<file path="src/rtl/cpu_pkg.sv">
// rtl/cpu_pkg.sv - shared CPU pipeline types and constants for hazard control
package cpu_pkg;

  typedef enum logic [1:0] {
    HZ_IDLE    = 2'd0,
    HZ_MUL_RUN = 2'd1,
    HZ_MUL_WB  = 2'd2
  } hz_state_e;

  localparam int unsigned MUL_LAT_DEFAULT = 32;
  localparam logic [4:0]  REG_ZERO        = 5'd0;

endpackage

</file>
<file path="src/rtl/hz_loaduse_detect.sv">
// rtl/hz_loaduse_detect.sv - combinational load-use hazard compare of EX load target vs ID sources
module hz_loaduse_detect
  import cpu_pkg::*;
(
  input  logic       ex_memread_i,
  input  logic [4:0] ex_rt_i,
  input  logic [4:0] id_rs_i,
  input  logic [4:0] id_rt_i,
  output logic       hazard_o
);

  // r0 is hardwired, so a load targeting it never creates a dependency
  assign hazard_o = ex_memread_i && (ex_rt_i != REG_ZERO) &&
                    ((ex_rt_i == id_rs_i) || (ex_rt_i == id_rt_i));

endmodule

</file>
<file path="src/rtl/pipe_hazard_ctrl.sv">
// rtl/pipe_hazard_ctrl.sv - pipeline stall/flush owner: multiply sequencing, load-use, branch squash
// Optional PIPE_HAZARD_PERF_EN adds saturating stall/flush performance counters.
module pipe_hazard_ctrl
  import cpu_pkg::*;
#(
  parameter int unsigned MUL_LAT = MUL_LAT_DEFAULT
) (
  input  logic        clk,
  input  logic        rst,
  input  logic [4:0]  id_rs,
  input  logic [4:0]  id_rt,
  input  logic        ex_memread,
  input  logic [4:0]  ex_rt,
  input  logic        ex_is_mult,
  input  logic        branch_taken,
  output logic        pc_en,
  output logic        ifid_en,
  output logic        ifid_flush,
  output logic        idex_flush,
  output logic        mul_start,
  output logic        mul_busy,
  output logic        hilo_we
`ifdef PIPE_HAZARD_PERF_EN
  ,
  output logic [31:0] perf_stall_cnt,
  output logic [31:0] perf_flush_cnt
`endif
);

  localparam logic [7:0] CNT_LAST = 8'(MUL_LAT - 1);

  hz_state_e  state_q, state_d;
  logic [7:0] cnt_q, cnt_d;
  logic       lu_hazard;
  logic       mul_stall;
  logic       lu_stall;
  logic       stall;

  hz_loaduse_detect u_loaduse (
    .ex_memread_i (ex_memread),
    .ex_rt_i      (ex_rt),
    .id_rs_i      (id_rs),
    .id_rt_i      (id_rt),
    .hazard_o     (lu_hazard)
  );

  always_comb begin
    state_d = state_q;
    cnt_d   = cnt_q;
    case (state_q)
      HZ_IDLE: begin
        if (ex_is_mult) begin
          state_d = HZ_MUL_RUN;
          cnt_d   = '0;
        end
      end
      HZ_MUL_RUN: begin
        cnt_d = cnt_q + 8'd1;
        if (cnt_q == CNT_LAST) begin
          state_d = HZ_MUL_WB;
        end
      end
      HZ_MUL_WB: begin
        state_d = HZ_IDLE;
        cnt_d   = '0;
      end
      default: begin
        state_d = HZ_IDLE;
        cnt_d   = '0;
      end
    endcase
  end

  always_ff @(posedge clk) begin
    if (rst) begin
      state_q <= HZ_IDLE;
      cnt_q   <= '0;
    end else begin
      state_q <= state_d;
      cnt_q   <= cnt_d;
    end
  end

  // Reset overrides everything so a discarded multiply never leaks a HI/LO write
  always_comb begin
    mul_stall = !rst && (((state_q == HZ_IDLE) && ex_is_mult) || (state_q == HZ_MUL_RUN));
    lu_stall  = !rst && !mul_stall && lu_hazard &&
                ((state_q == HZ_IDLE) || (state_q == HZ_MUL_WB));
    stall     = mul_stall || lu_stall;
  end

  // A squashed branch stays in the frozen ID stage and re-asserts after the stall
  assign pc_en      = !stall;
  assign ifid_en    = !stall;
  assign idex_flush = stall;
  assign ifid_flush = !rst && branch_taken && !stall;
  assign mul_start  = !rst && (state_q == HZ_IDLE) && ex_is_mult;
  assign mul_busy   = !rst && ((state_q == HZ_MUL_RUN) || (state_q == HZ_MUL_WB));
  assign hilo_we    = !rst && (state_q == HZ_MUL_WB);

`ifdef PIPE_HAZARD_PERF_EN
  logic [31:0] perf_stall_q;
  logic [31:0] perf_flush_q;

  always_ff @(posedge clk) begin
    if (rst) begin
      perf_stall_q <= '0;
      perf_flush_q <= '0;
    end else begin
      if (!pc_en && (perf_stall_q != 32'hFFFF_FFFF)) begin
        perf_stall_q <= perf_stall_q + 32'd1;
      end
      if (ifid_flush && (perf_flush_q != 32'hFFFF_FFFF)) begin
        perf_flush_q <= perf_flush_q + 32'd1;
      end
    end
  end

  assign perf_stall_cnt = perf_stall_q;
  assign perf_flush_cnt = perf_flush_q;
`endif

endmodule

</file>
<file path="config.mk">
export PLATFORM = sky130hd
export DESIGN_NAME = pipe_hazard_ctrl
export DESIGN_NICKNAME = d
export VERILOG_FILES = /design/src/rtl/cpu_pkg.sv /design/src/rtl/hz_loaduse_detect.sv /design/src/rtl/pipe_hazard_ctrl.sv
export SDC_FILE = /design/constraint.sdc
export NUM_CORES = 1
export LEC_CHECK = 0
export CAP_MARGIN = 15
export CORE_MARGIN = 5
export CORE_UTILIZATION = 46
export CTS_CLUSTER_SIZE = 14
export DETAILED_ROUTE_END_ITERATION = 6
export GPL_TIMING_DRIVEN = 0
export PLACE_DENSITY_LB_ADDON = 0.25
export REMOVE_ABC_BUFFERS = 1
export SETUP_SLACK_MARGIN = 0.5
export SKIP_LAST_GASP = 1
export SLEW_MARGIN = 20
export SYNTH_ARGS = -nofsm -noshare
export SYNTH_HDL_FRONTEND = slang
export SYNTH_SLANG_ARGS = --single-unit
</file>
<file path="constraint.sdc">
create_clock -name clk -period 3.7 [get_ports clk]
set_clock_uncertainty 0.2 [all_clocks]
set_input_delay 0.74 -clock clk [delete_from_list [all_inputs] [get_ports clk]]
set_output_delay 0.74 -clock clk [all_outputs]
set_load 0.005 [all_outputs]
</file>
# Yosys cells after proc, flatten, opt, wreduce, memory -nomap -nowiden
# Index checks and enable logic that the tools add are counted.
[word_totals]
regBits = 10
latch_bits = 0
ram_bits = 0
romBits = 0
inputBits = 20
out_inout_bits = 7
memories = 0
[op_classes]
add_sub_neg = 1
n_mul = 0
n_div = 0
order_cmp = 0
n_eq_ne = 7
shift = 0
mux = 5
bitwise = 0
n_reduce_logical = 24
[ops]
columns = ["op", "n"]
rows = [
  ["$pmux 8 s2", 1],
  ["$logic_and 1x1->1", 13],
  ["$eq 5x5->1", 2],
  ["$add 8x1->8 const B", 1],
  ["$eq 8x5->1 const B", 1],
  ["$mux 8", 1],
  ["$logic_or 1x1->1", 5],
  ["$reduce_bool 5->1", 1],
  ["$mux 2", 2],
  ["$ne 2x2->1 const B", 2],
  ["$pmux 2 s2", 1],
  ["$logic_not 1->1", 3],
  ["$eq 2x1->1 const B", 1],
  ["$eq 2x2->1 const B", 1],
  ["$logic_not 2->1", 1],
  ["$reduce_and 2->1", 1],
]

# Longest topological paths before layout
# Gate-level depths: netlist of run 1.
[depth]
ltp_word = 11
ltp_mapped = 7
ltp_nobuf = 6

# Modules after synthesis
# A second synthesis of run 1 with hierarchy kept.
[hier_totals]
hier_cells = 87
hier_area_um2 = 749.5
[modules_own_cells]
columns = ["mod", "instances", "cells_per_inst", "area_each_um2"]
rows = [
  ["pipe_hazard_ctrl", 1, 70, 624.3],
  ["hz_loaduse_detect", 1, 17, 125.1],
]

# Worst setup path before layout of run 1
# OpenSTA, ideal clock, no wires.
[synth_path]
path_type = "input -> output"
start = "in ex_rt[4]"
end = "out pc_en"
arrival_time_ps = 1473
required_ps = 2760
setup_slack_ps = 1287
stages = 5
path_cell_list = "xnor2_1 > nand3_1 > o22ai_1 > a31oi_1 > buf_4"
[synth_via]
elab_chain_cells = 7
elab_cells_between_ends = 10
[synth_rtl]
columns = ["item", "line", "source"]
rows = [
  ["start, declared", "pipe_hazard_ctrl.sv:13", "input logic [4:0] ex_rt,"],
  ["$eq 5x5->1 or $reduce_bool 5->1 (tied branches)", "hz_loaduse_detect.sv:14, hz_loaduse_detect.sv:13", ""],
  ["$logic_or 1x1->1 or $logic_and 1x1->1 (tied branches)", "hz_loaduse_detect.sv:14, hz_loaduse_detect.sv:13", ""],
  ["$logic_and 1x1->1 *", "hz_loaduse_detect.sv:13", "assign hazard_o = ex_memread_i && (ex_rt_i != REG_ZERO) &&"],
  ["$logic_and 1x1->1 * (2 in a row)", "pipe_hazard_ctrl.sv:87", "lu_stall = !rst && !mul_stall && lu_hazard &&"],
  ["$logic_or 1x1->1 *", "pipe_hazard_ctrl.sv:89", "stall = mul_stall || lu_stall;"],
  ["$logic_not 1->1 *", "-", ""],
  ["end, declared", "pipe_hazard_ctrl.sv:16", "output logic pc_en,"],
]
# Every way passes the cells marked *; elsewhere a longest branch is shown, timed or not.

# Worst setup path in the final report of run 1
[layout_path]
start = "in rst"
end = "out mul_start"
[layout_via]
elab_chain_cells = 3
[layout_rtl]
columns = ["item", "line", "source"]
rows = [
  ["start, declared", "pipe_hazard_ctrl.sv:9", "input logic rst,"],
  ["$logic_not 1->1", "pipe_hazard_ctrl.sv:97", "assign mul_start = !rst && (state_q == HZ_IDLE) && ex_is_mult;"],
  ["$logic_and 1x1->1 (2 in a row)", "pipe_hazard_ctrl.sv:97", ""],
  ["end, declared", "pipe_hazard_ctrl.sv:20", "output logic mul_start,"],
]
# Every way passes these cells.

==> metrics.md, run 1 <==
| Metric | Value |
|---|---|
| RSZ-0062 raised after global routing | no |
| FFs w/ async S/R, synth | 0% |
| Setup TNS | 0 ns |
| Final Hold Vio Count | 0 |
| Gr ovfl total | 0 |
| Clk pwr share | 24.7% |
| Vias in the first global route | 705 |
| CTS clk-pin slew, worst paths | 0.05 ns |
| Initial antenna violation count | 0 |
| Multi-input logic area | 513 um2 |
| Area growth from synthesis to layout | 38.9% |
| Residual DRC count | 0 |
| TritonRoute pass-1 iters | 4 |
| Final ANT Viol Nets | 0 |
| Top FF cell, synth | dfxtp_1 |
| Dominant cells by area after synthesis | dfxtp_1 27%, xnor2_1 17%, ha_1 8.5%, nor4b_2 6.1%, nor2_1 5.6% |
| Int Power | 0.200 mW |
| I/O pin cnt | 27 |
| Worst endpoint data arrival time | 2.12 ns |
| Ant diodes | 0 |
| Average instance area after synthesis | 8.57 um2 |
| P_sw | 0.0794 mW |
| Setup repair bufs after CTS | 0 |
| Most frequent cells in the layout | 17 x clkdlybuf4s50_1, 14 x xnor2_1, 11 x nor2_1 |
| Hold Crit Class | register to register |
| First-pass GRT wire length | 2900 um |
| Max clock buf depth | 2 |
| Sw frac | 28.4% |
| Fin crit period | 3.06 ns |
| F_max | 327 MHz |
| Distinct cell type count after synthesis | 28 |
| Final Max Tran Viols | 0 |
| Final HPWL DP | 1430 um |
| Clk Latency, worst-skew pair | 0.26 ns |
| WS Path Type | primary input to output port |
| Max Cap Viol | 0 |
| FF+latch count, synth | 10 |
| Nets | 140 |
| Post-synth top area share | 27.2% |
| GPL Wtd Cong | 0.713 |
| Drt via density | 5.39 |
| Final wirelength | 1670 um |
| Critical Path RT | 2.76 ns |
| Die ar. | 2500 um2 |
| Hold Buf Count CTS | 0 |
| Cell Rows | 14 |
| Static leakage | 0.385 nW |
| Slew margin rel. | 73.3% |
| WL/cell | 12.9 um |
| Starting Density | 48.9% |
| Most common cell after layout, fill and taps aside | clkdlybuf4s50_1 |
| Clock tree root driver cell | clkbuf_4 |
| # port buffers | 26 |
| Filler cells | 133 |
| Final cycle utilization of the critical path | 82.6% |
| Mapped Cells | 86 |
| Final setup fails | 0 |
| Yosys warns | 0 |
| Die width | 50.0 um |
| Crit path launch type | primary input |
| Fraction of layout cells with a size suffix above 1 | 12.4% |
| Status | finished, final reports clean |
| Sequential share of the synthesized area | 27.2% |
| Tot Pwr | 0.280 mW |
| Initial DRC Count | 6 |
| Number of synthesized flops with an enable pin | 0 |
| Largest net degree at the start of global routing | 10 |
| Maximum fanout along the worst path | 5 |
| Total CTS buffers | 3 |
| Routed vias | 695 |
| H-tree level count | 1 |
| Setup crit end kind | output port |
| CORE AREA | 1510 um2 |
| All-Layer GR Usage | 14.8% |
| Die Span Y | 50.0 um |
| Post-synth top area cell | dfxtp_1 |
| Mapped Area | 737 um2 |
| Register Area | 200 um2 |
| Worst slew pin tran | 0.400 ns |
| Reg power frac | 41.1% |
| Power Dens Cells | 273 nW/um2 |
| CTS sink count | 10 |
| Comb power frac | 34.1% |
| CTS tree | yes |
| Peak supply drop | 249 uV |
[critical path, cell delays in order]
cell and delay, ns:
clkdlybuf4s50_1 0.50, inv_1 0.18, and3_2 0.19, clkdlybuf4s50_1 0.49
[state kept, by name (all words and copies together), names as in the netlist]
signal   flops
cnt_q        8
state_q      2
[stage by stage]
step | utilization, % | hold slack (ns) | cell area [um2] | cells | worst slack [ns]
2_1_floorplan | - | 0.262 | 718 | 84 | 1.40
6_report | 67.9 | 0.305 | 1020 | 129 | 0.645
3_3_place_gp | 66.3 | 0.275 | 998 | 126 | 0.300
4_1_cts | 67.6 | 0.312 | 1020 | 129 | 0.503
5_1_grt | 67.9 | 0.340 | 1020 | 129 | 0.561
3_5_place_dp | 66.3 | 0.298 | 998 | 126 | 0.247
[final cells by class]
class                           count  area share [%]
Sequential cell                    10            19.6
Timing Repair Buffer               26            25.1
Tap cell                           16            1.96
Multi-Input combinational cell     71            50.1
Inverter                            3            1.10
Clock buffer                        3            2.20
[power groups by stage]
stage,Sequential (mW),Combinational [mW],Clock [mW]
after floorplan,0.117,0.0526,0
after global placement,0.117,0.0967,0
after detailed placement,0.117,0.100,0
after CTS,0.115,0.0977,0.0731
after global routing,0.116,0.105,0.0837
final,0.115,0.0955,0.0693
[cells by family after synthesis]
family | synth area share [%]
buffers and inverters | 4.07
XOR/XNOR | 20.2
flip-flops | 27.2
adder cells (fa/ha/maj) | 8.49
AND/OR/NAND/NOR | 30.7
AO/OA/AOI/OAI | 9.34
[synthesized netlist by cell type, drive strengths merged, types with 2 or more instances]
cell and count:
nor2 12, nand4 3, nand2 8, buf 2, or3 2, nor4b 3
xor2 3, inv 3, xnor2 14, o21ai 3, dfxtp 10, nand3 3
a21oi 5, nor2b 3, ha 5
[metal layers]
layer	vias to the layer above	share of wire, %	routed length (um)	track usage [%]
met1	333	36	592	12.8
li1	349	-	-	-
met3	0	6.7	111	8.13
met4	0	0	0	1.31
met5	-	0	0	0
met2	13	58	961	29.5
[repair_timing]
action / 4_1_cts / 5_1_grt
endpoints found under the setup margin: 4 / 2
resized for setup: 8 / 2
pin swaps: 2 / 2
[worst paths after layout]
path / start / end / slack (ns) / cells past startpoint
worst min-delay path: cnt_q[1] / cnt_q[1] / 0.30 / 2
worst min register to register: cnt_q[1] / cnt_q[1] / 0.30 / 2
worst max-delay path: rst / mul_start / 0.64 / 4
worst max register to register: state_q[1] / state_q[0] / 1.86 / 6
Note: power is estimated with default switching activity, not from simulation.
==> run 2: changes to the inputs <==
--- a/config.mk
+++ b/config.mk
@@ -7,7 +7,7 @@
 export LEC_CHECK = 0
 export CAP_MARGIN = 15
 export CORE_MARGIN = 5
-export CORE_UTILIZATION = 46
+export CORE_UTILIZATION = 39
 export CTS_CLUSTER_SIZE = 14
 export DETAILED_ROUTE_END_ITERATION = 6
 export GPL_TIMING_DRIVEN = 0
==> constraint.sdc (replaced) <==
create_clock -name clk -period 2.8 [get_ports clk]
set_clock_uncertainty 0.2 [all_clocks]
set_input_delay 0.56 -clock clk [delete_from_list [all_inputs] [get_ports clk]]
set_output_delay 0.56 -clock clk [all_outputs]
set_load 0.005 [all_outputs]
==> run 2 against run 1 <==
Net effect:
- core utilization is 7.7 points lower
- clock power is 36% higher
- clock-buffer cell count stayed put
- critical path type unchanged
- largest power group unchanged
- highest routed layer is now met4
==> metrics.md, run 2 (synthesis results as in run 1) <==
| Metric | Value |
|---|---|
| Largest Register | cnt_q |
| Sw frac | 30.6% |
| Die width | 53.5 um |
| Final Hold Vio Count | 0 |
| Most common cell after layout, fill and taps aside | xnor2_1 |
| WS Path Type | primary input to output port |
| Placed cell areas | 1010 um2 |
| Int Power | 0.268 mW |
| Fraction of layout cells with a size suffix above 1 | 37.4% |
| Slowest-stage cell, CP | o22ai_4 |
| Die ar. | 2860 um2 |
| Post-Place Cells | 135 |
| Drt via density | 4.81 |
| Critical path cell sequence | clkdlybuf4s15_1 > xnor2_1 > nand3_1 > o22ai_4 > a31o_2 > buf_6 |
| Final Max Tran Viols | 0 |
| Slew margin rel. | 75.6% |
| Gr ovfl total | 0 |
| Vias in the first global route | 627 |
| Power Dens Cells | 364 nW/um2 |
| Final wirelength | 1760 um |
| Worst slew pin tran | 0.366 ns |
| Setup crit end kind | output port |
| H-tree level count | 1 |
| Clk pwr share | 24.4% |
| Max Cap Viol | 0 |
| Crit path launch type | primary input |
| CTS sink count | 10 |
| I/O pin cnt | 27 |
| Worst endpoint data arrival time | 1.51 ns |
| Critical Path RT | 2.04 ns |
| Fin crit period | 2.27 ns |
| Length in cells of the worst reg-to-reg path | 6 |
| # port buffers | 26 |
| CTS clk-pin slew, worst paths | 0.06 ns |
| Setup TNS | 0 ns |
| CTS tree | yes |
| Status | finished, final reports clean |
| Cell Rows | 15 |
| Largest stage delay on the critical path | 0.20 ns |
| Final setup fails | 0 |
| Final HPWL DP | 1320 um |
| Die Span Y | 53.5 um |
| Routed vias | 673 |
| Max clock buf depth | 2 |
| Initial antenna violation count | 0 |
| P_sw | 0.119 mW |
| Total CTS buffers | 3 |
| TritonRoute pass-1 iters | 4 |
| CORE AREA | 1760 um2 |
| Ant diodes | 0 |
| Area growth from synthesis to layout | 44.1% |
| Maximum fanout along the worst path | 3 |
| WL/cell | 12.6 um |
| RSZ-0062 raised after global routing | no |
| R2R Setup Slk | 1.13 ns |
| Largest net degree at the start of global routing | 10 |
| CP bufs+invs | 2 |
| Comb power frac | 36.2% |
| Final Instance Area | 1060 um2 |
| Most frequent cells in the layout | 12 x xnor2_1, 11 x nor2_1, 9 x dfxtp_1, 9 x clkbuf_2, 8 x nand2_1 |
| F_max | 441 MHz |
| All-Layer GR Usage | 13.0% |
| Starting Density | 41.8% |
| Hold Path Depth | 2 |
| Residual DRC count | 0 |
| Top Registers | cnt_q: 8 flops, state_q: 2 flops |
| Max reg flops | 8 |
| Reg power frac | 39.4% |
| Final cycle utilization of the critical path | 81.0% |
| Static leakage | 0.434 nW |
| Initial DRC Count | 7 |
| CP Depth | 6 |
| Top Family by Delay on Critical Path | compound AO/OA/AOI/OAI gates |
| Clock tree root driver cell | clkbuf_4 |
| Peak supply drop | 256 uV |
| Post-route insts no fill | 140 |
| Hold Buf Count CTS | 0 |
| GPL Wtd Cong | 0.786 |
| Hold Crit Class | register to register |
| First-pass GRT wire length | 2740 um |
| Final ANT Viol Nets | 0 |
| Nets | 142 |
| Clk Latency, worst-skew pair | 0.26 ns |
## run 2: cell count changes in the layout (fill, tap and decap cells not counted), sizes merged
cell,change
dlygate4sd2,-5
buf,+6
clkbuf,+9
clkdlybuf4s50,-16
clkdlybuf4s15,+7
dlymetal6s2s,+1
## run 2: power groups by stage
stage	combinational, mW	sequential, mW	clock [mW]
floorplan	0.0695	0.154	0
global placement	0.129	0.155	0
detailed placement	0.131	0.155	0
CTS	0.125	0.152	0.0999
global route	0.156	0.153	0.105
finish	0.140	0.152	0.0945
## run 2: timing repair
item	CTS	global route
cloned	0	0
buffers inserted	1	1
endpoints found under the setup margin	7	6
pin swaps	17	18
gates resized for setup	45	36
## run 2: worst paths after layout
kind                   start         end
hold / removal      cnt_q[1]    cnt_q[1]
hold reg to reg     cnt_q[1]    cnt_q[1]
setup / recovery    id_rt[2]  idex_flush
setup reg to reg  state_q[0]  state_q[0]
## run 2: final cells by class
cell class	count	area [um2]
Timing Repair Buffer	28	223
Inverter	3	11.3
Fill cell	171	702
Clock buffer	3	22.5
Sequential cell	10	201
Tap cell	25	31.3
Multi-Input combinational cell	71	573
## run 2: metal layers
metal | global-route usage [%] | up-vias | wire length, um
li1 | - | 353 | -
met1 | 16.0 | 303 | 766
met2 | 21.2 | 14 | 881
met3 | 3.38 | 3 | 97
met4 | 5.11 | 0 | 14
met5 | 0 | - | 0
## run 2: worst min-delay path: stages, from the launching register on
cell	delay [ns]
dfxtp_1	0.34
nand2_1	0.06
a21oi_1	0.05
## run 2: metrics by stage
stage | setup WS [ns] | utilization (%) | hold slack (ns) | total power, mW
2_1_floorplan | 0.860 | - | 0.262 | 0.224
3_5_place_dp | -0.280 | 57.2 | 0.292 | 0.286
6_report | 0.531 | 60.2 | 0.297 | 0.387
4_1_cts | 0.444 | 58.2 | 0.301 | 0.377
5_1_grt | 0.444 | 60.2 | 0.335 | 0.414
3_3_place_gp | -0.238 | 57.2 | 0.280 | 0.284
==> run 3: changes to the inputs <==
--- a/config.mk
+++ b/config.mk
@@ -7,7 +7,7 @@
 export LEC_CHECK = 0
 export CAP_MARGIN = 15
 export CORE_MARGIN = 5
-export CORE_UTILIZATION = 39
+export CORE_UTILIZATION = 43
 export CTS_CLUSTER_SIZE = 14
 export DETAILED_ROUTE_END_ITERATION = 6
 export GPL_TIMING_DRIVEN = 0
==> constraint.sdc (replaced) <==
create_clock -name clk -period 2.16 [get_ports clk]
set_clock_uncertainty 0.2 [all_clocks]
set_input_delay 0.432 -clock clk [delete_from_list [all_inputs] [get_ports clk]]
set_output_delay 0.432 -clock clk [all_outputs]
set_load 0.005 [all_outputs]
==> run 3 against run 2 <==
Net effect:
- non-clock buffer count increased by 12
- register-to-register slack got worse by 0.96 ns
- die area decreased by 7.6%
- global-route usage increased by 4.6 points
- core utilization increased by 13 points
- sequential share of layout area decreased by 2.2 points
- via count increased by 11%
- first-iteration DRC count increased by 43%
- sequential power increased by 31%
- flip-flop and latch count unchanged
- clock-buffer cell count unchanged
- critical endpoint unchanged
- largest cell class unchanged
==> metrics.md, run 3 (synthesis results as in run 1) <==
| Metric | Value |
|---|---|
| Final Max Tran Viols | 0 |
| F_max | 483 MHz |
| Grt met2 use | 27.8% |
| Status | finished, final reports clean |
| Crit path from | state_q[1] |
| Maximum fanout along the worst path | 3 |
| Die width | 51.4 um |
| Residual DRC count | 0 |
| Largest stage delay on the critical path | 0.37 ns |
| CTS sink count | 10 |
| Tot Pwr | 0.579 mW |
| Grt peak-use layer | met2 |
| Final cycle utilization of the critical path | 95.9% |
| Fraction of layout cells with a size suffix above 1 | 50.8% |
| Worst slew pin tran | 0.366 ns |
| Static leakage | 0.476 nW |
| Worst Hold Launch | cnt_q[1] |
| Placed cell areas | 1000 um2 |
| Ant diodes | 0 |
| All-Layer GR Usage | 17.6% |
| Most common cell after layout, fill and taps aside | buf_2 |
| Initial antenna violation count | 0 |
| Die ar. | 2640 um2 |
| Final wirelength | 2130 um |
| WL/cell | 14.7 um |
| CTS tree | yes |
| Met3 Use GR | 2.92% |
| Crit path launch type | register |
| Initial DRC Count | 10 |
| Gr ovfl total | 0 |
| Clk Latency, worst-skew pair | 0.26 ns |
| Final ANT Viol Nets | 0 |
| CORE AREA | 1670 um2 |
| Setup crit end kind | output port |
| Critical path cell sequence | inv_6 > ha_4 > o21ai_4 > a21oi_4 > a31o_4 > buf_6 |
| Drt via density | 5.17 |
| Total CTS buffers | 3 |
| Reg2Reg Launch Point | state_q[1] |
| Pre-CTS setup slack | -0.649 ns |
| Final setup fails | 0 |
| Final Instance Area | 1220 um2 |
| # port buffers | 26 |
| Fin crit period | 2.07 ns |
| Final Hold Vio Count | 0 |
| Critical Path RT | 1.53 ns |
| Die Span Y | 51.4 um |
| Peak supply drop | 385 uV |
| Final WS setup | 0.0877 ns |
| Most frequent cells in the layout | 17 x buf_2, 14 x xnor2_1, 11 x buf_4 |
| Starting Density | 44.1% |
| Worst endpoint data arrival time | 1.44 ns |
| H-tree level count | 1 |
| Hold Buf Count CTS | 0 |
| Max Cap Viol | 0 |
| Slew margin rel. | 75.4% |
| Final HPWL DP | 1220 um |
| RSZ-0062 raised after global routing | yes |
| CTS clk-pin slew, worst paths | 0.06 ns |
| Top Registers | cnt_q: 8 flops, state_q: 2 flops |
| GPL Wtd Cong | 0.805 |
| Hold Crit Class | register to register |
| Nets | 155 |
| Slowest-stage cell, CP | dfxtp_4 |
| I/O pin cnt | 27 |
| Largest Register | cnt_q |
| Power Dens Cells | 473 nW/um2 |
| First-pass GRT wire length | 3450 um |
| GR Util met1 | 21.8% |
| Vias in the first global route | 769 |
| TritonRoute pass-1 iters | 4 |
| WS Path Type | register to output port |
| Max clock buf depth | 2 |
| Max reg flops | 8 |
| Area growth from synthesis to layout | 66.0% |
| Cell Rows | 15 |
| Routed vias | 750 |
| Clock tree root driver cell | clkbuf_4 |
| Largest net degree at the start of global routing | 8 |
-- run 3: where the power goes --
| group | internal, mW | switching, mW |
|---|---|---|
| clock | 0.0641 | 0.0577 |
| combinational | 0.138 | 0.121 |
| sequential | 0.191 | 0.00764 |
| total | 0.393 | 0.187 |
-- run 3: layer usage --
metal / share of wire (%) / vias to the layer above
li1: - / 380
met1: 45 / 341
met2: 47 / 25
met3: 5.9 / 4
met4: 2.2 / 0
met5: 0 / -
-- run 3: worst paths after layout --
check                             endpoint  slack (ns)  depth (start not counted)
worst max-delay path            idex_flush        0.09                          6
worst min-delay path              cnt_q[1]        0.29                          2
worst max register to register    cnt_q[5]        0.17                         10
worst min register to register    cnt_q[1]        0.29                          2
-- run 3: repair_timing --
action,in CTS,in global routing
gates cloned,1,0
endpoints found under the setup margin,11,17
resized for setup,109,15
setup buffers,12,2
pin swaps,30,13
-- run 3: critical path, delay by kind of cell, from the launching register on --
family / cells / cell delay (ns)
fa+ha+maj: 1 / 0.17
buf+inv: 2 / 0.16
compound gates: 3 / 0.48
flops: 1 / 0.37
-- run 3: final cells by class --
class	count	area, um2
tap	17	21.3
inverter	3	18.8
timing repair buffer	40	292
clock buffer	3	22.5
fill	117	447
multi-input combinational	72	664
sequential	10	205
-- run 3: per-stage QoR --
step	hold WS [ns]	util, %	std cells	setup TNS [ns]
floorplan	0.262	-	84	0
global placement	0.278	59.9	127	-2.55
detailed placement	0.281	59.9	127	-2.69
CTS	0.289	67.7	143	0
global route	0.303	73.3	145	0
finish	0.287	73.3	145	0
